### src/rtl/alu_mul_pkg.sv
// alu_mul_pkg: shared widths, FSM state type and per-step partial-product shift for the iterative multiplier
package alu_mul_pkg;
  localparam int NIB_W = 4;
  localparam int OP_W = 8;
  localparam int RES_W = 16;
  typedef enum logic [1:0] {IDLE, CALC, DONE} state_t;
  function automatic logic [3:0] step_shift(input logic [1:0] s);
    return s == 2'd0 ? 4'd0 : s == 2'd3 ? 4'd8 : 4'd4;
  endfunction
endpackage

### src/rtl/mul_8x8_iter_if.sv
// mul_8x8_iter_if: operand (in_valid/in_ready/a/b) and result (out_valid/out_ready/product) handshakes; master drives operands, slave is the multiplier
interface mul_8x8_iter_if;
  import alu_mul_pkg::*;
  logic in_valid;
  logic in_ready;
  logic [OP_W-1:0] a;
  logic [OP_W-1:0] b;
  logic out_valid;
  logic out_ready;
  logic [RES_W-1:0] product;
  modport master (output in_valid, a, b, out_ready, input in_ready, out_valid, product);
  modport slave (input in_valid, a, b, out_ready, output in_ready, out_valid, product);
endinterface

### src/rtl/mul_4x4_exact.sv
// mul_4x4_exact: combinational 4x4 unsigned multiply, x_i/y_i nibbles in, 8-bit p_o out
module mul_4x4_exact
  import alu_mul_pkg::*;
(
  input  logic [NIB_W-1:0]   x_i,
  input  logic [NIB_W-1:0]   y_i,
  output logic [2*NIB_W-1:0] p_o
);
  assign p_o = {{NIB_W{1'b0}}, x_i} * {{NIB_W{1'b0}}, y_i};
endmodule

### src/rtl/mul_8x8_iter.sv
// mul_8x8_iter: 8x8 unsigned multiply over four nibble steps on one 4x4 core; clk, sync active-low rst_n, handshakes on bus (slave), LSB_DROP skips aL*bL
module mul_8x8_iter
  import alu_mul_pkg::*;
#(
  parameter bit LSB_DROP = 1'b0
) (
  input logic         clk,
  input logic         rst_n,
  mul_8x8_iter_if.slave bus
);
  state_t state_q, state_d;
  logic [1:0] step_q, step_d;
  logic [OP_W-1:0] a_q, a_d, b_q, b_d;
  logic [RES_W-1:0] acc_q, acc_d;
  logic [NIB_W-1:0] x, y;
  logic [2*NIB_W-1:0] pp;
  logic [RES_W-1:0] pp_ext, term;
  assign x = step_q[0] ? a_q[OP_W-1:NIB_W] : a_q[NIB_W-1:0];
  assign y = step_q[1] ? b_q[OP_W-1:NIB_W] : b_q[NIB_W-1:0];
  mul_4x4_exact u_core (.x_i(x), .y_i(y), .p_o(pp));
  assign pp_ext = {{(RES_W-2*NIB_W){1'b0}}, pp};
  assign term = (LSB_DROP && step_q == 2'd0) ? '0 : pp_ext << step_shift(step_q);
  always_comb begin
    state_d = state_q;
    step_d = step_q;
    a_d = a_q;
    b_d = b_q;
    acc_d = acc_q;
    case (state_q)
      IDLE: if (bus.in_valid) begin
        a_d = bus.a;
        b_d = bus.b;
        acc_d = '0;
        step_d = '0;
        state_d = CALC;
      end
      CALC: begin
        acc_d = acc_q + term;
        step_d = step_q + 2'd1;
        state_d = step_q == 2'd3 ? DONE : CALC;
      end
      DONE: state_d = bus.out_ready ? IDLE : DONE;
      default: state_d = IDLE;
    endcase
  end
  always_ff @(posedge clk) begin
    if (!rst_n) begin
      state_q <= IDLE;
      step_q <= '0;
      a_q <= '0;
      b_q <= '0;
      acc_q <= '0;
    end else begin
      state_q <= state_d;
      step_q <= step_d;
      a_q <= a_d;
      b_q <= b_d;
      acc_q <= acc_d;
    end
  end
  assign bus.in_ready = state_q == IDLE;
  assign bus.out_valid = state_q == DONE;
  assign bus.product = acc_q;
endmodule

### src/flat_wrapper.sv
// flat-port wrapper written by rule: the top's interface ports become plain ports
module mul_8x8_iter_flat import alu_mul_pkg::*;
#(
  parameter bit LSB_DROP = 1'b0
)
  (clk, rst_n, bus_in_valid, bus_a, bus_b, bus_out_ready, bus_in_ready, bus_out_valid, bus_product);
  mul_8x8_iter_if bus_i ();
  input logic clk;
  input logic rst_n;
  input wire logic [$bits(bus_i.in_valid)-1:0] bus_in_valid;
  input wire logic [$bits(bus_i.a)-1:0] bus_a;
  input wire logic [$bits(bus_i.b)-1:0] bus_b;
  input wire logic [$bits(bus_i.out_ready)-1:0] bus_out_ready;
  output wire logic [$bits(bus_i.in_ready)-1:0] bus_in_ready;
  output wire logic [$bits(bus_i.out_valid)-1:0] bus_out_valid;
  output wire logic [$bits(bus_i.product)-1:0] bus_product;
  assign bus_i.in_valid = bus_in_valid;
  assign bus_i.a = bus_a;
  assign bus_i.b = bus_b;
  assign bus_i.out_ready = bus_out_ready;
  assign bus_in_ready = bus_i.in_ready;
  assign bus_out_valid = bus_i.out_valid;
  assign bus_product = bus_i.product;
  mul_8x8_iter #(.LSB_DROP(LSB_DROP)) u_core (.clk(clk), .rst_n(rst_n), .bus(bus_i));
endmodule
### config.mk
export PLATFORM = sky130hd
export DESIGN_NAME = mul_8x8_iter_flat
export DESIGN_NICKNAME = d
export VERILOG_FILES = /design/src/rtl/alu_mul_pkg.sv /design/src/rtl/mul_8x8_iter_if.sv /design/src/rtl/mul_4x4_exact.sv /design/src/rtl/mul_8x8_iter.sv /design/src/flat_wrapper.sv
export SDC_FILE = /design/constraint.sdc
export NUM_CORES = 1
export LEC_CHECK = 0
export ABC_AREA = 1
export ABC_CLOCK_PERIOD_IN_PS = 6700
export CORE_MARGIN = 2
export CORE_UTILIZATION = 40
export DETAILED_ROUTE_END_ITERATION = 10
export GPL_ROUTABILITY_DRIVEN = 0
export PLACE_DENSITY = 0.7
export SYNTH_ARGS = -nofsm -noshare
export SYNTH_HDL_FRONTEND = slang
export SYNTH_SLANG_ARGS = --single-unit
### constraint.sdc
create_clock -name clk -period 6.7 [get_ports clk]
set_clock_uncertainty 0.2 [all_clocks]
set_input_delay 1.005 -clock clk [delete_from_list [all_inputs] [get_ports clk]]
set_output_delay 1.005 -clock clk [all_outputs]
set_load 0.02 [all_outputs]
# After elaboration in Yosys (flattened, before gate mapping)

Cells that the tools add are included.

Add/subtract/negate cells: 2
Shift-type cells: 1
Reduce and logical (&&, ||, !) cells: 5
Multipliers: 1
Mux-type cells: 12
Eq/ne operators: 4

Operator list:

| kind                                          | count |
|---|---|
| one-hot mux 16 bit (2 select lines)           | 1 |
| adder 16 bit                                  | 1 |
| 2-to-1 mux 16 bit                             | 1 |
| 2-to-1 mux 4 bit                              | 4 |
| << shifter 8 x 4 -> 16 bit                    | 1 |
| multiplier 4 x 4 -> 8 bit                     | 1 |
| 2-to-1 mux 2 bit                              | 4 |
| one-hot mux 2 bit (3 select lines)            | 1 |
| == test 2 bit, second input constant          | 2 |
| zero test 2 bit                               | 2 |
| one-hot mux 2 bit (2 select lines)            | 1 |
| AND reduction 2 bit                           | 2 |
| adder 2 x 1 -> 2 bit, second input constant   | 1 |
| == test 2 x 1 -> 1 bit, second input constant | 1 |
| inequality test 2 bit, second input constant  | 1 |
| nonzero test 2 bit                            | 1 |

Register bits: 36
Logic and storage cells: 30
Input port bits: 20

# Longest topological paths before layout

Gate-level depths: netlist of run 1.

Depth in word-level cells: 6
Mapped depth: 26

# By module

A second synthesis of run 1 with hierarchy kept.

Cell total of the unflattened synthesis: 479
Area total of the unflattened synthesis: 3021.6 µm²

Modules (own cells, without submodules):

| module        | area an instance (µm²) | times used | cells each |
|---|---|---|---|
| mul_8x8_iter  | 2558.7                 | 1          | 409 |
| mul_4x4_exact | 462.9                  | 1          | 70 |

# Worst setup path after synthesis of run 1

Ideal clock, no wire load.

Path type: reg-to-reg
Start: register u_core.step_q[0]
End: register u_core.acc_q[13] (netlist: u_core.bus.product[13])
Period minus slack after synthesis: 4.697 ns
Arrival: 4.429 ns
Required time: 6.433 ns
Path slack: 2.003 ns
Stages on the path, launching flop included: 25
Library setup time: 0.067 ns
Cells stage by stage: dfxtp_1 clkbuf_1 o21ai_0 or2_2 fa_1 inv_1 fa_1 inv_1 fa_1 o21ai_0 xnor2_1 nand2_1 o21ai_0 nor2_1 ha_1 a21o_1 inv_1 nand3_2 nand2_2 nand2_2 a21oi_2 inv_1 nand2_2 nand3_2 a21oi_2

Word-level cells in the longest chain between the ends: 6

Ends and longest elaborated chain:

| element                                                           | line               | text |
|---|---|---|
| start, declared                                                   | mul_8x8_iter.sv:12 | `logic [1:0] step_q, step_d;` |
| start signal, assigned                                            | mul_8x8_iter.sv:55 | `step_q <= step_d;` |
| branches (longest 3 deep; another with multiplier 4 x 4 -> 8 bit) | n/a                |  |
| << shifter 8 x 4 -> 16 bit *                                      | mul_8x8_iter.sv:22 | `assign term = (LSB_DROP && step_q == 2'd0) ? '0 : pp_ext << step_shift(step_q);` |
| adder 16 bit *                                                    | mul_8x8_iter.sv:38 | `acc_d = acc_q + term;` |
| one-hot mux 16 bit (2 select lines) *                             | mul_8x8_iter.sv:29 | `case (state_q)` |
| end signal, assigned                                              | mul_8x8_iter.sv:52 | `acc_q <= '0;` |
| end signal, assigned                                              | mul_8x8_iter.sv:58 | `acc_q <= acc_d;` |
| end, declared                                                     | mul_8x8_iter.sv:14 | `logic [RES_W-1:0] acc_q, acc_d;` |

Mark *: on every way between the ends.
A chain may end at the register's enable or synchronous reset.

# Worst setup path in the final report of run 1

Ends and elaborated chain as after synthesis.

==> results_dict.tcl, run 1 <==
set metrics [dict create \
    hold_viol 0 \
    crit_path_end_kind "flip-flop" \
    dieArea_um2 7525 \
    max_freq_ghz 0.2006 \
    dpl.hpwl_um 4819 \
    hp-class "reg -> reg" \
    crit_buf_inv 4 \
    rsz0062_at_grt "no" \
    synth_seq_cells 36 \
    p_leak_uw 0.001455 \
    grt_pass1_wl_um 10960 \
    setup_slack_ns 1.714 \
    cp_slowest_cell "fa_1" \
    synth_fp_nets 448 \
    drive_gt1_share_pct 7.728 \
    grt_max_degree 25 \
    cp-start-kind "flip-flop" \
    crit_fanout 10 \
    crit_required_ns 6.74 \
    wl_um 6237 \
    dp.cells 499 \
    initial_core_util_pct 40.76 \
    worst_pin_slew_ns 0.6640 \
    die_x_um 86.75 \
    path_clk_slew_ns 0.09 \
    reg2reg_slack_ns 1.71 \
    synth_common_cells "nand2_1, nor2_1, a21oi_1, inv_1, o21ai_0" \
    first_pass_iters 4 \
    synth_area_leader_cell "dfxtp_1" \
    syn_area_per_cell_um2 6.934 \
    cp_top_family "adder cells" \
    cap_violations 0 \
    yosysMostFrequentCell "nand2_1" \
    worst_skew_pair.late_latency_ns 0.30 \
    fp.dieH_um 86.75 \
    post_synth_instance_area_um2 2739 \
    via_per_inst 5.150 \
    cpMostUsedCell "inv_1" \
    synth.distinct_cells 37 \
    grt_pass1_vias 2486 \
    synth_flop_cell "dfxtp_1" \
    wl_per_cell_um 12.30 \
    grt-ovfl-total 0 \
    pre_cts_ws_ns 1.778 \
    postCtsHoldBufs 0 \
    cts_buffer_depth 2 \
    synth.top_cell.area_share_pct 26.31 \
    setup_viol 0 \
    core_area_um2 6719 \
    async_flop_share_pct 0 \
    fin_crit_sh_pct 74.42 \
    yosys-top-cells-area "dfxtp_1, ha_1, nand2_1" \
    instances_no_fill 507 \
    final_util_pct 48.16 \
    yosys_warnings 0 \
    power_density_nw_per_um2 166.1 \
    slew_violations 0 \
    total_power_uw 537.3 \
    ir_drop_mv 0.08843 \
    maxSlewHeadroom_pct 55.69 \
    cts_inserted_buffers 5 \
    critPathMaxStageDelay_ns 0.56 \
    rows 30 \
    h-tree-depth 2 \
    status "completed" \
    drc_errors 0 \
    cts_root_buffer "clkbuf_8" \
    finalSetupTns_ns 0 \
    io_buffers 37 \
    ys_seq_area_share_pct 26.31 \
    critPathArrivalTime_ns 5.03 \
    cts_tree "built" \
    vias 2611 \
    drt_iter0_markers 135 \
    ctsResizeCount 0 \
    syn-instance-count 395 \
    nets 479 \
    grt_use_total_pct 17.93 \
    synth_edf_count 0 \
    cp_cell_sequence "o21ai_0 -> or2_2 -> fa_1 -> inv_1 -> fa_1 -> inv_1 -> fa_1 -> o21ai_0 -> xnor2_1 -> nand2_1 -> o21ai_0 -> nor2_1 -> ha_1 -> a21o_1 -> inv_1 -> nand3_2 -> nand2_2 -> nand2_2 -> a21oi_2 -> inv_1 -> nand2_2 -> nand3_2 -> a21oi_2" \
    cts.sinks 36 \
    ant_nets 0 \
    ios 38 \
    critPathKind "reg -> reg" \
    antennaDiodeCount 0 \
    min_period_ns 4.986 \
    postCtsSetupBuffers 0 \
    syn2layout_area_growth_pct 18.14 \
    antenna_found_initial 0 \
]
[final cells by class]
class / count / area [µm²]
flip-flops and latches: 36 / 720.7
repair buffers: 37 / 370.4
inverters: 40 / 150.1
clock inverters: 3 / 23.77
clock buffers: 5 / 68.82
fillers: 688 / 3483
multi-input cells: 306 / 1802
well taps: 80 / 100.1
[through the flow]
stage / hold slack, ns / instance area [µm²]
6_report: 0.2619 / 3236
5_1_grt: 0.2942 / 3236
4_1_cts: 0.2659 / 3236
3_5_place_dp: 0.2534 / 3143
3_3_place_gp: 0.2484 / 3143
2_1_floorplan: 0.2286 / 2739
[kinds of logic after synthesis]
group,count (synthesis),synth area share [%]
buffers and inverters,53,7.903
AOI/OAI and AO/OA,101,19.78
adders and majority gates,33,16.45
xor gates and xnor gates,4,1.279
DFF,36,26.31
and+or+nand+nor,165,27.18
muxes,3,1.096
[power breakdown]
group / switching [µW] / total [µW] / internal [µW]
Combinational: 82.7 / 136 / 53.5
Sequential: 8.01 / 234 / 226
Clock: 93.3 / 167 / 73.8
[metal layers]
layer / track usage, % / up-vias / routed length (µm)
met1: 23.62 / 1172 / 2899
met2: 29.37 / 57 / 2933
met5: 0 / - / 0
li1: - / 1370 / -
met4: 5.824 / 0 / 116
met3: 3.619 / 12 / 288
[tightest hold or removal path: cells and delay by family, from the launching register on]
| kind | cells | cell delay, ns |
|---|---|---|
| compound gates | 1 | 0.05 |
| buf+inv | 1 | 0.06 |
| flops | 1 | 0.30 |
[layout by cell type, fill, tap and decap left out, types with 2 or more instances in the layout]
cell type | netlist | final
nand2_1 | 71 | 71
nor2_1 | 56 | 56
a21oi_1 | 46 | 46
inv_1 | 38 | 38
o21ai_0 | 37 | 37
clkdlybuf4s50_1 | 0 | 37
dfxtp_1 | 36 | 36
ha_1 | 28 | 28
nand3_1 | 10 | 10
nand3_2 | 6 | 6
nand2_2 | 6 | 6
or2_2 | 5 | 5
fa_1 | 5 | 5
clkbuf_8 | 0 | 5
mux2i_1 | 3 | 3
o21bai_1 | 3 | 3
o21ai_1 | 3 | 3
a21o_1 | 3 | 3
nand4_1 | 3 | 3
a31oi_1 | 2 | 2
xnor2_1 | 2 | 2
xor2_1 | 2 | 2
o22ai_1 | 2 | 2
nor3_1 | 2 | 2
a21oi_2 | 2 | 2
clkinvlp_4 | 0 | 2
[flip-flops by register name, indices dropped and copies added (netlist names)]
register and flops:
u_core.a_q 8, u_core.b_q 8, u_core.bus.product 16, u_core.state_q 2, u_core.step_q 2
[path summary, 6_finish.rpt]
path | from | endpoint | cells after the start
worst max-delay path | u_core.step_q[0]$_SDFFE_PN0P_ | u_core.bus.product[13]$_SDFFE_PN0P_ | 23
worst min-delay path | u_core.a_q[4]$_SDFFE_PN0P_ | u_core.a_q[4]$_SDFFE_PN0P_ | 2
worst max register to register | u_core.step_q[0]$_SDFFE_PN0P_ | u_core.bus.product[13]$_SDFFE_PN0P_ | 23
worst min register to register | u_core.a_q[4]$_SDFFE_PN0P_ | u_core.a_q[4]$_SDFFE_PN0P_ | 2
No activity file was read; power rests on OpenSTA's default activity.
==> inputs of run 2 (changes only) <==
--- a/config.mk
+++ b/config.mk
@@ -6,12 +6,12 @@
 export NUM_CORES = 1
 export LEC_CHECK = 0
 export ABC_AREA = 1
-export ABC_CLOCK_PERIOD_IN_PS = 6700
+export ABC_CLOCK_PERIOD_IN_PS = 4000
 export CORE_MARGIN = 2
 export CORE_UTILIZATION = 40
 export DETAILED_ROUTE_END_ITERATION = 10
 export GPL_ROUTABILITY_DRIVEN = 0
-export PLACE_DENSITY = 0.7
+export PLACE_DENSITY = 0.73
 export SYNTH_ARGS = -nofsm -noshare
 export SYNTH_HDL_FRONTEND = slang
 export SYNTH_SLANG_ARGS = --single-unit
==> constraint.sdc (replaced) <==
create_clock -name clk -period 4 [get_ports clk]
set_clock_uncertainty 0.2 [all_clocks]
set_input_delay 0.6 -clock clk [delete_from_list [all_inputs] [get_ports clk]]
set_output_delay 0.6 -clock clk [all_outputs]
set_load 0.02 [all_outputs]
==> run 2 against run 1 <==
Effect of this change:
- the flow now finishes with violations (negative setup slack)
- critical path type unchanged
- critical endpoint unchanged
- largest cell class unchanged
- combinational power rose to 2.8 times the previous value
- non-clock buffer count up 54
- hold slack better by 0.028 ns
- final area up 25%
- via count up 13%
- highest routed layer unchanged
- die area unchanged
- sequential cell count unchanged
- utilization up 12 points
- worst setup slack worse by 2.1 ns
- clock power up 69%
- clock-buffer cell count unchanged
- power up 96%
==> results_dict.tcl, run 2 (same netlist as run 1, synthesis figures left out) <==
set metrics [dict create \
    maxSlewHeadroom_pct 54.98 \
    whs_ns 0.2899 \
    cts_tree "built" \
    via_per_inst 5.257 \
    drt_iter0_markers 192 \
    max_freq_ghz 0.2267 \
    antennaDiodeCount 0 \
    wl_um 8028 \
    vias 2949 \
    drc_errors 0 \
    grt_max_degree 25 \
    first_pass_iters 4 \
    dpl_cell_area_um2 3546 \
    core_area_um2 6719 \
    hold_viol 0 \
    grt_pass1_wl_um 11660 \
    critPathArrivalTime_ns 4.44 \
    critPathKind "reg -> reg" \
    dp.cells 545 \
    ant_nets 0 \
    cap_violations 0 \
    final_area_um2 4033 \
    p_leak_uw 0.001786 \
    fp.dieH_um 86.75 \
    grt-ovfl-total 0 \
    final_cell_mix "nand2_1, buf_4, nor2_1, clkdlybuf4s50_1, a21oi_1" \
    setup_viol 11 \
    pre_cts_ws_ns -0.5295 \
    crit_path_end_kind "flip-flop" \
    ir_drop_mv 0.1621 \
    crit_fanout 8 \
    nets 533 \
    dieArea_um2 7525 \
    ios 38 \
    status "complete, but fails checks" \
    syn2layout_area_growth_pct 47.24 \
    p_int_uw 682.9 \
    grt_pass1_vias 2621 \
    min_period_ns 4.410 \
    fin_crit_sh_pct 110.3 \
    wl_per_cell_um 14.31 \
    combPwrFrac_pct 35.7 \
    dpl.hpwl_um 5377 \
    io_buffers 37 \
    seqPwrFrac_pct 37.5 \
    drive_gt1_share_pct 34.30 \
    die_x_um 86.75 \
    rsz0062_at_grt "yes" \
    cts_buffer_depth 2 \
    clock_power_share_pct 26.8 \
    worst_pin_slew_ns 0.6745 \
    power_density_nw_per_um2 260.8 \
    cts.sinks 36 \
    hp-class "reg -> reg" \
    swShare_pct 35.06 \
    antenna_found_initial 0 \
    p_switching_uw 368.7 \
    violations "negative setup slack" \
    total_power_uw 1052 \
    instances_no_fill 561 \
    grt_use_total_pct 19.23 \
    path_clk_slew_ns 0.09 \
    cts_inserted_buffers 5 \
    slew_violations 0 \
    cts_root_buffer "clkbuf_8" \
    setup_slack_ns -0.4104 \
    mostFrequentLayoutCell "nand2_1" \
    initial_core_util_pct 40.76 \
    rows 30 \
    cp-start-kind "flip-flop" \
    h-tree-depth 2 \
    crit_required_ns 4.03 \
    largest_register_ff_count 16 \
    worst_skew_pair.late_latency_ns 0.30 \
]
run 2: area by class of cell:
cell class	count	area, µm²
tap	80	100.1
fill	557	2686
multi-input combinational	306	2173
clock buffer	5	68.82
sequential	36	729.5
clock inverter	3	23.77
timing repair buffer	91	787.0
inverter	40	150.1
run 2: path summary, 6_finish.rpt:
kind / slack (ns) / from / to / depth (start not counted)
min: 0.29 / u_core.b_q[7]$_SDFFE_PN0P_ / u_core.b_q[7]$_SDFFE_PN0P_ / 2
min reg2reg: 0.29 / u_core.b_q[7]$_SDFFE_PN0P_ / u_core.b_q[7]$_SDFFE_PN0P_ / 2
max reg2reg: -0.41 / u_core.step_q[0]$_SDFFE_PN0P_ / u_core.bus.product[13]$_SDFFE_PN0P_ / 24
max: -0.41 / u_core.step_q[0]$_SDFFE_PN0P_ / u_core.bus.product[13]$_SDFFE_PN0P_ / 24
run 2: repair_timing:
item,CTS,global route
hold buffers,0,0
gates resized for setup,34,54
setup endpoints to repair,12,12
endpoints found under the hold margin,0,0
pin swaps,14,23
setup buffers,5,3
run 2: worst max-delay path, stage by stage (launching register included):
cell     delay, ns
dfxtp_4       0.39
nand2_2       0.07
o21ai_2       0.05
or2_4         0.25
fa_1          0.55
inv_2         0.04
fa_2          0.58
inv_2         0.05
fa_2          0.37
o21ai_2       0.17
xnor2_2       0.10
nand2_1       0.09
o21ai_2       0.07
nor2_2        0.18
ha_4          0.25
a21o_1        0.16
inv_2         0.06
nand3_2       0.09
nand2_2       0.10
nand2_4       0.07
a21oi_2       0.13
inv_1         0.06
nand2_2       0.06
nand3_2       0.06
a21oi_2       0.14
run 2: routing by layer:
layer / track usage [%] / part of all wire [%] / wire length [µm]
met4: 6.392 / 1.7 / 137
met5: 0 / 0 / 0
met1: 26.11 / 45 / 3580
met2: 31.54 / 51 / 4061
met3: 2.476 / 3.1 / 249
run 2: power groups by stage:
| stage | combinational [µW] | clock, µW | sequential [µW] |
|---|---|---|---|
| after floorplan | 177 | 0 | 402 |
| after global placement | 289 | 0 | 400 |
| after detailed placement | 293 | 0 | 401 |
| after CTS | 330 | 286 | 393 |
| after global routing | 409 | 296 | 397 |
| final | 376 | 282 | 394 |
run 2: stage by stage:
| step | TNS (ns) | util [%] |
|---|---|---|
| after floorplan | -0.8931 | - |
| after global placement | -3.418 | 52.77 |
| after detailed placement | -4.829 | 52.77 |
| after CTS | -2.988 | 56.44 |
| after global routing | -6.252 | 60.02 |
| final | -3.696 | 60.02 |
